**config.mk**
```make
export PLATFORM = sky130hd
export DESIGN_NAME = uart_rx
export DESIGN_NICKNAME = d
export VERILOG_FILES = /design/src/rtl/uart_rx.sv
export SDC_FILE = /design/constraint.sdc
export NUM_CORES = 1
export LEC_CHECK = 0
export ABC_AREA = 0
export BUFFER_PORTS_ARGS = -buffer_cell sky130_fd_sc_hd__buf_2
export CORE_MARGIN = 2
export CORE_UTILIZATION = 25
export CTS_BUF_LIST = sky130_fd_sc_hd__clkbuf_8
export DETAILED_ROUTE_END_ITERATION = 10
export HOLD_SLACK_MARGIN = 0.05
export MAX_ROUTING_LAYER = met4
export PLACE_DENSITY = 0.4
export SLEW_MARGIN = 25
export SYNTH_ARGS = -nofsm -noshare
export SYNTH_HDL_FRONTEND = slang
export SYNTH_SLANG_ARGS = --single-unit
```
**constraint.sdc**
```tcl
create_clock -name clk -period 3.5 [get_ports clk]
set_input_delay 0.7 -clock clk [delete_from_list [all_inputs] [get_ports clk]]
set_output_delay 0.7 -clock clk [all_outputs]
set_load 0.02 [all_outputs]
```
**src/rtl/uart_rx.sv**
```systemverilog
// uart_rx: 8N1 serial receiver with a two-flop input synchronizer, a mid-bit
// sampling state machine and a small output store.
// Build option: define UART_RX_FIFO_EN for a 4-entry FIFO store; without it
// the store is a single holding register.
module uart_rx #(
    parameter int CLK_FREQ = 100000000,
    parameter int BAUD     = 115200
) (
    input  logic       clk,
    input  logic       rst,
    input  logic       rx,
    output logic [7:0] rx_data,
    output logic       rx_valid,
    input  logic       rx_ready,
    output logic       frame_err,
    output logic       overrun
);

    localparam int BIT   = CLK_FREQ / BAUD;
    localparam int HALF  = BIT / 2;
    localparam int CNT_W = $clog2(BIT + 1);

    localparam logic [CNT_W-1:0] HALF_C = CNT_W'(HALF);
    localparam logic [CNT_W-1:0] BIT_C  = CNT_W'(BIT);
    localparam logic [CNT_W-1:0] ONE_C  = CNT_W'(1);

    typedef enum logic [2:0] {
        IDLE      = 3'd0,
        START     = 3'd1,
        DATA      = 3'd2,
        STOP      = 3'd3,
        WAIT_HIGH = 3'd4
    } state_t;

    state_t           r_state;
    state_t           w_next_state;
    logic             r_sync1;
    logic             r_sync2;
    logic             r_rx_d;
    logic [1:0]       r_arm;
    logic [CNT_W-1:0] r_cnt;
    logic [2:0]       r_bit_idx;
    logic [7:0]       r_shift;
    logic             r_frame_err;
    logic             r_overrun;

    logic             w_fall;
    logic             w_half_hit;
    logic             w_bit_hit;
    logic             w_push;
    logic             w_ferr_set;
    logic             w_pop;
    logic             w_accept;
    logic             w_full;
    logic             w_valid;

    // Input synchronizer and one-cycle-delayed copy for falling-edge detection.
    // r_rx_d is held at 0 until the synchronizer has flushed its reset value,
    // so a line that is already low at reset release never looks like a start.
    // NOTE: sequential state uses non-blocking assignments so every flop
    // samples the pre-edge value of its source, giving a true shift chain.
    always_ff @(posedge clk) begin
        if (rst) begin
            r_sync1 <= 1'b1;
            r_sync2 <= 1'b1;
            r_rx_d  <= 1'b0;
            r_arm   <= 2'b00;
        end else begin
            r_sync1 <= rx;
            r_sync2 <= r_sync1;
            r_arm   <= {r_arm[0], 1'b1};
            r_rx_d  <= r_arm[1] & r_sync2;
        end
    end

    assign w_fall     = r_rx_d & ~r_sync2;
    assign w_half_hit = (r_cnt == HALF_C);
    assign w_bit_hit  = (r_cnt == BIT_C);

    // State register.
    always_ff @(posedge clk) begin
        if (rst) begin
            r_state <= IDLE;
        end else begin
            r_state <= w_next_state;
        end
    end

    // Next-state logic; unused encodings fall back to IDLE.
    // NOTE: the default assignment at the top keeps this block free of latches.
    always_comb begin
        w_next_state = r_state;
        case (r_state)
            IDLE:      if (w_fall) w_next_state = START;
            START:     if (w_half_hit) w_next_state = r_sync2 ? IDLE : DATA;
            DATA:      if (w_bit_hit && (r_bit_idx == 3'd7)) w_next_state = STOP;
            STOP:      if (w_bit_hit) w_next_state = r_sync2 ? IDLE : WAIT_HIGH;
            WAIT_HIGH: if (r_sync2) w_next_state = IDLE;
            default:   w_next_state = IDLE;
        endcase
    end

    // Output decode: stop-bit sample produces either a push or a framing error.
    always_comb begin
        w_push     = 1'b0;
        w_ferr_set = 1'b0;
        case (r_state)
            STOP: begin
                if (w_bit_hit) begin
                    w_push     = r_sync2;
                    w_ferr_set = ~r_sync2;
                end
            end
            default: ;
        endcase
    end

    // Bit-timing counter, bit index and LSB-first shift register.
    always_ff @(posedge clk) begin
        if (rst) begin
            r_cnt     <= '0;
            r_bit_idx <= '0;
            r_shift   <= '0;
        end else begin
            case (r_state)
                IDLE: begin
                    r_cnt     <= w_fall ? ONE_C : '0;
                    r_bit_idx <= '0;
                end
                START: begin
                    r_cnt <= w_half_hit ? ONE_C : r_cnt + 1'b1;
                end
                DATA: begin
                    if (w_bit_hit) begin
                        r_cnt     <= ONE_C;
                        r_shift   <= {r_sync2, r_shift[7:1]};
                        r_bit_idx <= r_bit_idx + 1'b1;
                    end else begin
                        r_cnt <= r_cnt + 1'b1;
                    end
                end
                STOP: begin
                    r_cnt <= w_bit_hit ? '0 : r_cnt + 1'b1;
                end
                default: begin
                    r_cnt <= '0;
                end
            endcase
        end
    end

    assign w_pop    = w_valid & rx_ready;
    assign w_accept = w_push & (~w_full | w_pop);

    // One-cycle error pulses, registered one cycle after the stop-bit sample.
    always_ff @(posedge clk) begin
        if (rst) begin
            r_frame_err <= 1'b0;
            r_overrun   <= 1'b0;
        end else begin
            r_frame_err <= w_ferr_set;
            r_overrun   <= w_push & w_full & ~w_pop;
        end
    end

`ifdef UART_RX_FIFO_EN
    logic [7:0] r_mem [4];
    logic [1:0] r_wr_ptr;
    logic [1:0] r_rd_ptr;
    logic [2:0] r_count;

    assign w_full  = (r_count == 3'd4);
    assign w_valid = (r_count != 3'd0);

    // FIFO storage write port.
    // NOTE: the array has no reset; the pointers and count define what is
    // valid, and rx_data is forced to zero while empty.
    always_ff @(posedge clk) begin
        if (w_accept) begin
            r_mem[r_wr_ptr] <= r_shift;
        end
    end

    // FIFO pointers and occupancy; pointers wrap naturally modulo 4.
    always_ff @(posedge clk) begin
        if (rst) begin
            r_wr_ptr <= '0;
            r_rd_ptr <= '0;
            r_count  <= '0;
        end else begin
            if (w_accept) r_wr_ptr <= r_wr_ptr + 1'b1;
            if (w_pop)    r_rd_ptr <= r_rd_ptr + 1'b1;
            case ({w_accept, w_pop})
                2'b10:   r_count <= r_count + 3'd1;
                2'b01:   r_count <= r_count - 3'd1;
                default: r_count <= r_count;
            endcase
        end
    end

    assign rx_data = w_valid ? r_mem[r_rd_ptr] : 8'h00;
`else
    logic [7:0] r_hold;
    logic       r_valid;

    assign w_full  = r_valid;
    assign w_valid = r_valid;

    // Single holding register; a push on the pop cycle replaces the old byte.
    always_ff @(posedge clk) begin
        if (rst) begin
            r_hold  <= 8'h00;
            r_valid <= 1'b0;
        end else if (w_accept) begin
            r_hold  <= r_shift;
            r_valid <= 1'b1;
        end else if (w_pop) begin
            r_valid <= 1'b0;
        end
    end

    assign rx_data = r_hold;
`endif

    assign rx_valid  = w_valid;
    assign frame_err = r_frame_err;
    assign overrun   = r_overrun;

endmodule
```
==> impl_metrics.ini <==
[status]
status = finished, final reports clean

[placed_design]
io_buffers = 14
pre_cts_ws_ps = 1530
dp_hpwl_um = 2700
dp_cells = 292
gp_congestion = 0.725
place_area_um2 = 1910

[layout]
stdcell_count = 300
fillers = 757
antenna_cells = 0
final_cell_mix = dfxtp_1, nor2_1, nand3_1, buf_2, mux2i_1
layout_commonest_cell = dfxtp_1
final_util = 0.296
area_growth_pct = 14.4
fin_area_um2 = 2020
nets = 212
drive_gt1_frac = 0.172
multi_input_area_um2 = 895
ff_latch_area_um2 = 801

[synthesis]
synth_flop_cell = dfxtp_1
ys_seq_area_frac = 0.453
synth_fp_nets = 200
syn_area_per_cell_um2 = 9.26
yosysWarnings = 0
ys_async_sr_fraction = 0
synth_area_um2 = 1770
synth.distinct_cells = 45
synthCells = 191
synth_edf_count = 0
ys_seq_elements = 40

[hold_path]
hold_path_class = flip-flop to flip-flop

[timing]
rsz0062_at_grt = no
worstMarginPinSlew_ps = 593
tns_ps = 0
finalSetupViolations = 0
finalClockSkew_ps = 8.96
finalMaxSlewViolations = 0
fin_crit_sh = 0.555
period_needed_ps = 1940
hold_viol = 0
fmax_mhz = 515
slew_headroom = 0.604
finalWorstSetupSlack_ps = 1560

[critical_path]
r2r_slack_ps = 1560
crit_path_end_kind = flip-flop
critical_path_arrival_ps = 2180
required_ps = 3740
start_kind = flip-flop
worstSetupPathType = flip-flop to flip-flop
worstPathMaxFanout = 9

[flow_run]
cap_violations = 0

[floorplan]
chipWidth_um = 88.1
coreArea_um2 = 6830
start_util = 0.259
dieArea_um2 = 7760
chipHeight_um = 88.1
rows = 30
boundaryPins = 15

[route]
drt_pass1_iterations = 4
wl_um = 3730
drc = 0
wl_per_cell_um = 12.4
viasPerCell = 4.44
first_iter_violations = 78
vias = 1332
ant_nets = 0

[clock_tree]
path_clk_slew_ps = 90
cts_num_sinks = 40
clk_latency_ps = 300
post_cts_resized = 0
cts_tree = yes
clockBufferDepth = 2
root_buffer = clkbuf_8
htreeDepth = 2
postCtsSetupRepairBufs = 0
postCtsHoldBufs = 0
cts_buffers = 5

[global_route]
grt_pass1_vias = 1288
antenna_found_initial = 0
grt_start_max_net_pins = 29
grt-ovfl-total = 0
grt_pass1_wl_um = 6270
globalRouteTotalUtil = 0.110

[power_and_ir_drop]
p_per_area_nw_per_um2 = 421
p_leak_uw = 0.000797
peakVddDrop_v = 0.000145
==> state kept, by name, summed over array words and instances (netlist names), 2 cells and up <==
signal and flops:
rx_data 8, r_state 3, r_bit_idx 3, r_cnt 10, r_arm 2, r_shift 8
==> worst max-delay path: stages, from the launching register on <==
cell	delay, ps
dfxtp_1	340
inv_1	80
ha_1	140
and3b_1	240
nand4_1	500
or3_1	510
o21ai_1	80
==> per-layer routing <==
| metal | global-route usage | wire (um) | up-vias |
|---|---|---|---|
| li1 | - | - | 695 |
| met3 | 0.0283 | 134 | 6 |
| met2 | 0.180 | 1750 | 22 |
| met4 | 0.0537 | 88 | 0 |
| met1 | 0.125 | 1750 | 609 |
| met5 | - | 0 | - |
==> cell usage after synthesis, types with 2 or more instances <==
cell type	n	area, um2
a31oi_1	2	12.5
xor2_1	3	26.3
a21oi_1	9	45.0
ha_1	5	62.6
inv_1	7	26.3
buf_2	4	20.0
and4bb_2	2	25.0
xnor2_1	5	43.8
nand3_1	14	70.1
nand2_1	9	33.8
o21ai_0	10	50.1
and3_1	3	18.8
and2_1	2	12.5
mux2i_1	11	110
or2_2	4	25.0
nand2b_1	2	12.5
nand4_1	4	25.0
dfxtp_1	40	801
nor2b_1	2	12.5
nor4_1	3	18.8
nor2_1	21	78.8
nor3_1	3	15.0
clkbuf_1	4	15.0
==> logic make-up after synthesis <==
kind of cell / count (synthesis) / share of synthesized area
AND/OR/NAND/NOR: 78 / 0.246
flip-flops: 40 / 0.453
AO/OA/AOI/OAI: 33 / 0.123
buffers and inverters: 16 / 0.0410
multiplexers: 11 / 0.0623
XOR/XNOR: 8 / 0.0396
adder cells (fa/ha/maj): 5 / 0.0354
==> layout make-up <==
| class | instances | share of cell area |
|---|---|---|
| Multi-Input combinational cell | 135 | 0.442 |
| Sequential cell | 40 | 0.396 |
| Tap cell | 96 | 0.0594 |
| Timing Repair Buffer | 14 | 0.0346 |
| Clock buffer | 5 | 0.0340 |
| Clock inverter | 3 | 0.0210 |
| Inverter | 7 | 0.0130 |
==> per-stage QoR <==
step,hold slack (ps),power [uW]
6_report,412,852
5_1_grt,444,890
4_1_cts,417,868
3_5_place_dp,398,484
3_3_place_gp,392,484
2_1_floorplan,389,480
==> final timing paths <==
path,startpoint,end,cells past startpoint
worst max-delay path,r_cnt[0],r_bit_idx[0],6
worst min-delay path,r_sync1,r_sync2,1
worst max register to register,r_cnt[0],r_bit_idx[0],6
worst min register to register,r_sync1,r_sync2,1
==> power by group <==
part / total, uW / switching (uW) / internal [uW]
Clock: 379 / 168 / 211
Combinational: 13.1 / 8.95 / 4.14
Sequential: 460 / 2.12 / 458
Total: 852 / 179 / 673
No activity file was read; power rests on OpenSTA's default activity.
